**src/rtl/level_select_ctrl_if.sv**
```systemverilog
// Button-in / level-out bundle between the board pushbuttons and the level selector.
// The display driver and the audio parameter path take their values from the slave side.
interface level_select_ctrl_if;
   logic       btnUp_n;
   logic       btnDown_n;
   logic [3:0] levelValue;
   logic       levelChanged;

   modport master (
      output btnUp_n,
      output btnDown_n,
      input  levelValue,
      input  levelChanged
   );

   modport slave (
      input  btnUp_n,
      input  btnDown_n,
      output levelValue,
      output levelChanged
   );
endinterface

```
**src/rtl/level_select_ctrl.sv**
```systemverilog
// Up/down pushbutton level selector: sync, debounce, single step on press, auto-repeat on hold.
// Produces a saturating or wrapping 4-bit level plus a one-cycle change strobe.
module level_select_ctrl #(
   parameter int DEBOUNCE_CYCLES = 500000,
   parameter int REPEAT_DELAY    = 25000000,
   parameter int REPEAT_RATE     = 5000000,
   parameter int MAX_VALUE       = 15,
   parameter int RESET_VALUE     = 0,
   parameter int WRAP            = 0
) (
   input  logic              clk,
   input  logic              reset_n,
   level_select_ctrl_if.slave bus
);
   // state    | meaning
   // S_IDLE   | no repeat in progress, waiting for a single-button press edge
   // S_HOLD   | latched button held, counting REPEAT_DELAY before the first repeat
   // S_REPEAT | latched button still held, stepping every REPEAT_RATE clocks

   localparam int RPT_MAX = (REPEAT_DELAY > REPEAT_RATE) ? REPEAT_DELAY : REPEAT_RATE;
   localparam int DB_W    = $clog2(DEBOUNCE_CYCLES + 1);
   localparam int RPT_W   = $clog2(RPT_MAX + 1);

   localparam logic [DB_W-1:0]  DB_LAST = DB_W'(DEBOUNCE_CYCLES - 1);
   localparam logic [RPT_W-1:0] RD_LAST = RPT_W'(REPEAT_DELAY - 1);
   localparam logic [RPT_W-1:0] RR_LAST = RPT_W'(REPEAT_RATE - 1);
   localparam logic [3:0]       MAX_V   = 4'(MAX_VALUE);
   localparam logic [3:0]       RST_V   = 4'(RESET_VALUE);

   typedef enum logic [1:0] {S_IDLE, S_HOLD, S_REPEAT} state_t;

   // bit 0 = up, bit 1 = down throughout
   logic [1:0]      sync1, sync2;
   logic [1:0]      pressed, pressed_q;
   logic [DB_W-1:0] db_cnt [2];

   state_t           state;
   logic             dir_up;
   logic [RPT_W-1:0] rpt_cnt;
   logic [RPT_W-1:0] rpt_last;

   logic [1:0] press_edge;
   logic       start_up, start_dn;
   logic       held_ok, tick;
   logic       step_up, step_dn;

   logic [3:0] level;
   logic       changed;

   always_ff @(posedge clk or negedge reset_n) begin
      if (!reset_n) begin
         sync1     <= 2'b11;
         sync2     <= 2'b11;
         pressed   <= 2'b00;
         pressed_q <= 2'b00;
         for (int i = 0; i < 2; i++) db_cnt[i] <= '0;
      end else begin
         sync1     <= {bus.btnDown_n, bus.btnUp_n};
         sync2     <= sync1;
         pressed_q <= pressed;
         for (int i = 0; i < 2; i++) begin
            if ((~sync2[i]) != pressed[i]) begin
               if (db_cnt[i] == DB_LAST) begin
                  pressed[i] <= ~sync2[i];
                  db_cnt[i]  <= '0;
               end else begin
                  db_cnt[i] <= db_cnt[i] + 1'b1;
               end
            end else begin
               db_cnt[i] <= '0;
            end
         end
      end
   end

   // The repeat engine watches the latched button one stage late so that its
   // release lines up with the registered press-edge pulse; the other button is
   // watched undelayed so a second press cancels repeat at once.
   assign press_edge = pressed & ~pressed_q;
   assign start_up   = press_edge[0] & ~pressed[1];
   assign start_dn   = press_edge[1] & ~pressed[0];
   assign held_ok    = dir_up ? (pressed_q[0] & ~pressed[1]) : (pressed_q[1] & ~pressed[0]);
   assign rpt_last   = (state == S_HOLD) ? RD_LAST : RR_LAST;
   assign tick       = (state != S_IDLE) && held_ok && (rpt_cnt == rpt_last);
   assign step_up    = start_up | (tick & dir_up);
   assign step_dn    = start_dn | (tick & ~dir_up);

   always_ff @(posedge clk or negedge reset_n) begin
      if (!reset_n) begin
         state   <= S_IDLE;
         dir_up  <= 1'b1;
         rpt_cnt <= '0;
      end else begin
         case (state)
            S_IDLE: begin
               rpt_cnt <= '0;
               if (start_up) begin
                  dir_up <= 1'b1;
                  state  <= S_HOLD;
               end else if (start_dn) begin
                  dir_up <= 1'b0;
                  state  <= S_HOLD;
               end
            end
            S_HOLD, S_REPEAT: begin
               if (!held_ok) begin
                  state   <= S_IDLE;
                  rpt_cnt <= '0;
               end else if (rpt_cnt == rpt_last) begin
                  state   <= S_REPEAT;
                  rpt_cnt <= '0;
               end else begin
                  rpt_cnt <= rpt_cnt + 1'b1;
               end
            end
            default: begin
               state   <= S_IDLE;
               rpt_cnt <= '0;
            end
         endcase
      end
   end

   always_ff @(posedge clk or negedge reset_n) begin
      if (!reset_n) begin
         level   <= RST_V;
         changed <= 1'b0;
      end else begin
         changed <= 1'b0;
         if (step_up && !step_dn) begin
            if (level >= MAX_V) begin
               if (WRAP != 0) begin
                  level   <= 4'd0;
                  changed <= 1'b1;
               end
            end else begin
               level   <= level + 4'd1;
               changed <= 1'b1;
            end
         end else if (step_dn && !step_up) begin
            if (level == 4'd0) begin
               if (WRAP != 0) begin
                  level   <= MAX_V;
                  changed <= 1'b1;
               end
            end else begin
               level   <= level - 4'd1;
               changed <= 1'b1;
            end
         end
      end
   end

   assign bus.levelValue   = level;
   assign bus.levelChanged = changed;
endmodule

```
**src/flat_wrapper.sv**
```systemverilog
// flat-port wrapper written by rule: the top's interface ports become plain ports
module level_select_ctrl_flat 
#(
   parameter int DEBOUNCE_CYCLES = 500000,
   parameter int REPEAT_DELAY    = 25000000,
   parameter int REPEAT_RATE     = 5000000,
   parameter int MAX_VALUE       = 15,
   parameter int RESET_VALUE     = 0,
   parameter int WRAP            = 0
)
  (clk, reset_n, bus_btnUp_n, bus_btnDown_n, bus_levelValue, bus_levelChanged);
  level_select_ctrl_if bus_i ();
  input  logic clk;
  input  logic reset_n;
  input wire logic [$bits(bus_i.btnUp_n)-1:0] bus_btnUp_n;
  input wire logic [$bits(bus_i.btnDown_n)-1:0] bus_btnDown_n;
  output wire logic [$bits(bus_i.levelValue)-1:0] bus_levelValue;
  output wire logic [$bits(bus_i.levelChanged)-1:0] bus_levelChanged;
  assign bus_i.btnUp_n = bus_btnUp_n;
  assign bus_i.btnDown_n = bus_btnDown_n;
  assign bus_levelValue = bus_i.levelValue;
  assign bus_levelChanged = bus_i.levelChanged;
  level_select_ctrl #(.DEBOUNCE_CYCLES(DEBOUNCE_CYCLES), .REPEAT_DELAY(REPEAT_DELAY), .REPEAT_RATE(REPEAT_RATE), .MAX_VALUE(MAX_VALUE), .RESET_VALUE(RESET_VALUE), .WRAP(WRAP)) u_core (.clk(clk), .reset_n(reset_n), .bus(bus_i));
endmodule
```
**config.mk**
```make
export PLATFORM = sky130hd
export DESIGN_NAME = level_select_ctrl_flat
export DESIGN_NICKNAME = d
export VERILOG_FILES = /design/src/rtl/level_select_ctrl_if.sv /design/src/rtl/level_select_ctrl.sv /design/src/flat_wrapper.sv
export SDC_FILE = /design/constraint.sdc
export NUM_CORES = 1
export LEC_CHECK = 0
export CAP_MARGIN = 15
export CORE_MARGIN = 3
export CORE_UTILIZATION = 36
export CTS_CLUSTER_SIZE = 20
export DETAILED_ROUTE_END_ITERATION = 16
export SETUP_SLACK_MARGIN = 0.2
export SYNTH_ARGS = -nofsm -noshare
export SYNTH_HDL_FRONTEND = slang
export SYNTH_SLANG_ARGS = --single-unit
```
**constraint.sdc**
```tcl
create_clock -name clk -period 5.45 [get_ports clk]
set_input_delay 1.09 -clock clk [delete_from_list [all_inputs] [get_ports clk]]
set_output_delay 1.09 -clock clk [all_outputs]
set_load 0.1 [all_outputs]
```
==> metrics <==
result of the run complete, no violations; summed instance area of the synthesized netlist between 0.003 and 0.004 mm2; Finish-stage setup viols 0; RD Place Congestion around 0.8; standby leakage power ~1.7 nW; CTS Root Cell sky130_fd_sc_hd__clkbuf_8; first-pass GRT wire length approximately 12 mm; top_reg_cell synth sky130_fd_sc_hd__dfrtp_1; total setup buffers inserted after CTS 0; Sum Neg Setup Slack 0 ns; violation count after the first detailed-routing iteration 168; routed vias/inst 4.88; worst-case clock buffer depth 2; hold-fix buffers at CTS 0; warning count from the yosys run 0; Routed WL per cell about 13 um; max-cap violations 0; buffers and inverters on the worst path 1; area share of the leading cell type in the synthesized netlist 47.5%; leading cell types in the layout, fill and taps excluded sky130_fd_sc_hd__nor2_1 (83), sky130_fd_sc_hd__dfrtp_1 (74), sky130_fd_sc_hd__nand2_1 (30); number of sinks handled by clock tree synthesis 79; antenna diode count 0; flop and latch count out of synthesis 79; fraction of layout cells with a size suffix above 1 under 10%; Design Area, Final approximately 0.0043 mm2; sequential area share after synthesis between 50% and 60%; ordered list of cells on the worst path clkdlybuf4s50_1; Starting Density a little under two fifths; placed cell area approximately 0.0041 mm2; remaining antenna violation count after routing 0; post-synth top area cell sky130_fd_sc_hd__dfrtp_1; kind of start point of the critical path flop; critical path type reg -> out; Mapped Nets 409; CP Data Arrival Time 2.01 ns; launching instance or port of the critical path u_core.bus.levelValue[0]$_DFFE_PN0P_; number of buffers created by CTS 9; number of enable flip-flop cells after synthesis 0; top area cells in the synthesized netlist sky130_fd_sc_hd__dfrtp_1 (47%), sky130_fd_sc_hd__nor2_1 (8.0%), sky130_fd_sc_hd__xor2_1 (6.5%), sky130_fd_sc_hd__xnor2_1 (6.1%), sky130_fd_sc_hd__dfstp_2 (3.4%); total die area about 0.012 mm2; die extent in y about 110 um; CP Data Required Time 4.36 ns; final wirelength 6.88 mm; number of global-route vias before repair between 2000 and 3000; most frequent standard cell in the layout excluding fill and tap cells sky130_fd_sc_hd__nor2_1; maximum clock rate roughly 320 MHz; top sig layer met4; number of cells upsized or downsized after cts 0; detailed-router iteration count before antenna repair 4; DRC violations left 0; Worst path max stage delay 1.18 ns; Avg Synthesized Cell Area 9.85 um2; Worst-path clk slew roughly 0.080 ns; DPL Wire Length about 4.5 mm; RSZ-0062 raised after global routing false; VDD IR-drop max 0.120 mV; routed length on met2 3.16 mm; origin of the critical flop-to-flop path u_core.rpt_cnt[13]$_DFF_PN0_; grt ovf 0; clock latency on the worst-skew pair approximately 0.35 ns; number of ports placed on the die boundary 9; pin count of the biggest net entering global routing 80; die width 110 um; Final min period 3.10 ns; nets@finish 421; CTS tree yes; Worst Clk Skew ~0.014 ns; DR vias 2677; fin. max-slew vios 0; number of antenna violations at the first check in global routing 0; WL met1 3.41 mm; Hold Path Origin u_core.sync1[1]$_DFF_PN1_; cell family with most CP delay buffers and inverters; worst min-delay path category reg -> reg; worst-path maximum fanout 6; ys async rst share 100%; worst-path cell with the longest stage delay sky130_fd_sc_hd__clkdlybuf4s50_1; # rows 37; final hold viol count 0; Period Utilization, post-route a little under three fifths; quantity of I/O buffers inserted on ports 8; actual transition at the worst max-transition pin between 0.9 and 1 ns; core area 0.0104 mm2; normalized max-slew margin 35.2%; Mapped Cells between 300 and 400; Setup crit end kind output port; H-tree Lvls 3; layout overhead on the synthesized area 11.2%; total power per unit cell area approximately 250 mW/mm2; Yosys cell types 44; overall routing resource usage 12.7%; metal3 WL 232 um
cell type report:
type                            instances  area [um2]
Inverter                               14        52.6
Clock inverter                          7        97.6
Sequential cell                        79        1980
Timing Repair Buffer                    8        77.6
Fill cell                            1016        6080
Multi-Input combinational cell        296        1830
Clock buffer                            9         124
Tap cell                              136         170
where the power goes:
group          leakage [nW]  total (mW)  internal (mW)  switching [mW]
clock                 0.105       0.483          0.258           0.225
sequential             1.08       0.596          0.592         0.00430
combinational         0.558      0.0246        0.00597          0.0186
total                  1.75        1.10          0.856           0.247
routing by layer:
layer  vias to the layer above  track usage, %
met2                        24            20.3
met1                      1280            16.6
li1                       1366               -
met3                         7            3.84
met5                         -               0
met4                         0            3.69
cell usage after synthesis, types with 5 or more instances:
master	count
sky130_fd_sc_hd__a21oi_1	10
sky130_fd_sc_hd__and3_1	6
sky130_fd_sc_hd__dfrtp_1	74
sky130_fd_sc_hd__dfstp_2	5
sky130_fd_sc_hd__ha_1	8
sky130_fd_sc_hd__inv_1	14
sky130_fd_sc_hd__nand2_1	30
sky130_fd_sc_hd__nand3_1	24
sky130_fd_sc_hd__nand4_1	10
sky130_fd_sc_hd__nor2_1	83
sky130_fd_sc_hd__nor3_1	7
sky130_fd_sc_hd__nor4_1	10
sky130_fd_sc_hd__o21ai_0	5
sky130_fd_sc_hd__or3_1	9
sky130_fd_sc_hd__xnor2_1	27
sky130_fd_sc_hd__xor2_1	29
per-stage QoR:
step	cells	power, mW	hold slack [ns]	util, %	setup WS, ns
after floorplan	396	0.618	0.345	-	2.71
after global placement	533	0.633	0.348	39.5	2.62
after detailed placement	533	0.634	0.347	39.5	2.52
after CTS	549	1.12	0.352	41.6	2.34
after global routing	549	1.15	0.361	41.6	2.27
final	549	1.10	0.348	41.6	2.35
sequential cells by signal, indices dropped and copies added, names as in the netlist:
register                 count
u_core.db_cnt               38
u_core.state                 2
u_core.sync2                 2
u_core.pressed_q             2
u_core.bus.levelValue        4
u_core.sync1                 2
u_core.pressed               2
u_core.dir_up                1
u_core.bus.levelChanged      1
u_core.rpt_cnt              25
path summary, 6_finish.rpt:
kind                       cells after the start                              endpoint  slack [ns]
setup reg to reg                              10  u_core.bus.levelValue[3]$_DFFE_PN0P_        2.53
hold reg to reg                                0             u_core.sync2[1]$_DFF_PN1_        0.35
hold / removal                                 0             u_core.sync2[1]$_DFF_PN1_        0.35
max in group asynchronous                      1           u_core.rpt_cnt[1]$_DFF_PN0_        3.93
setup / recovery                               1                     bus_levelValue[0]        2.35
min in group asynchronous                      1          u_core.rpt_cnt[13]$_DFF_PN0_        0.90
logic make-up after synthesis:
family	share of synthesized area [%]
mux	1.03
compound gates	5.48
fa+ha+maj	3.08
buf+inv	2.21
xor+xnor	12.6
flops	50.8
simple gates	24.8
(Power assumes the default switching activity.)
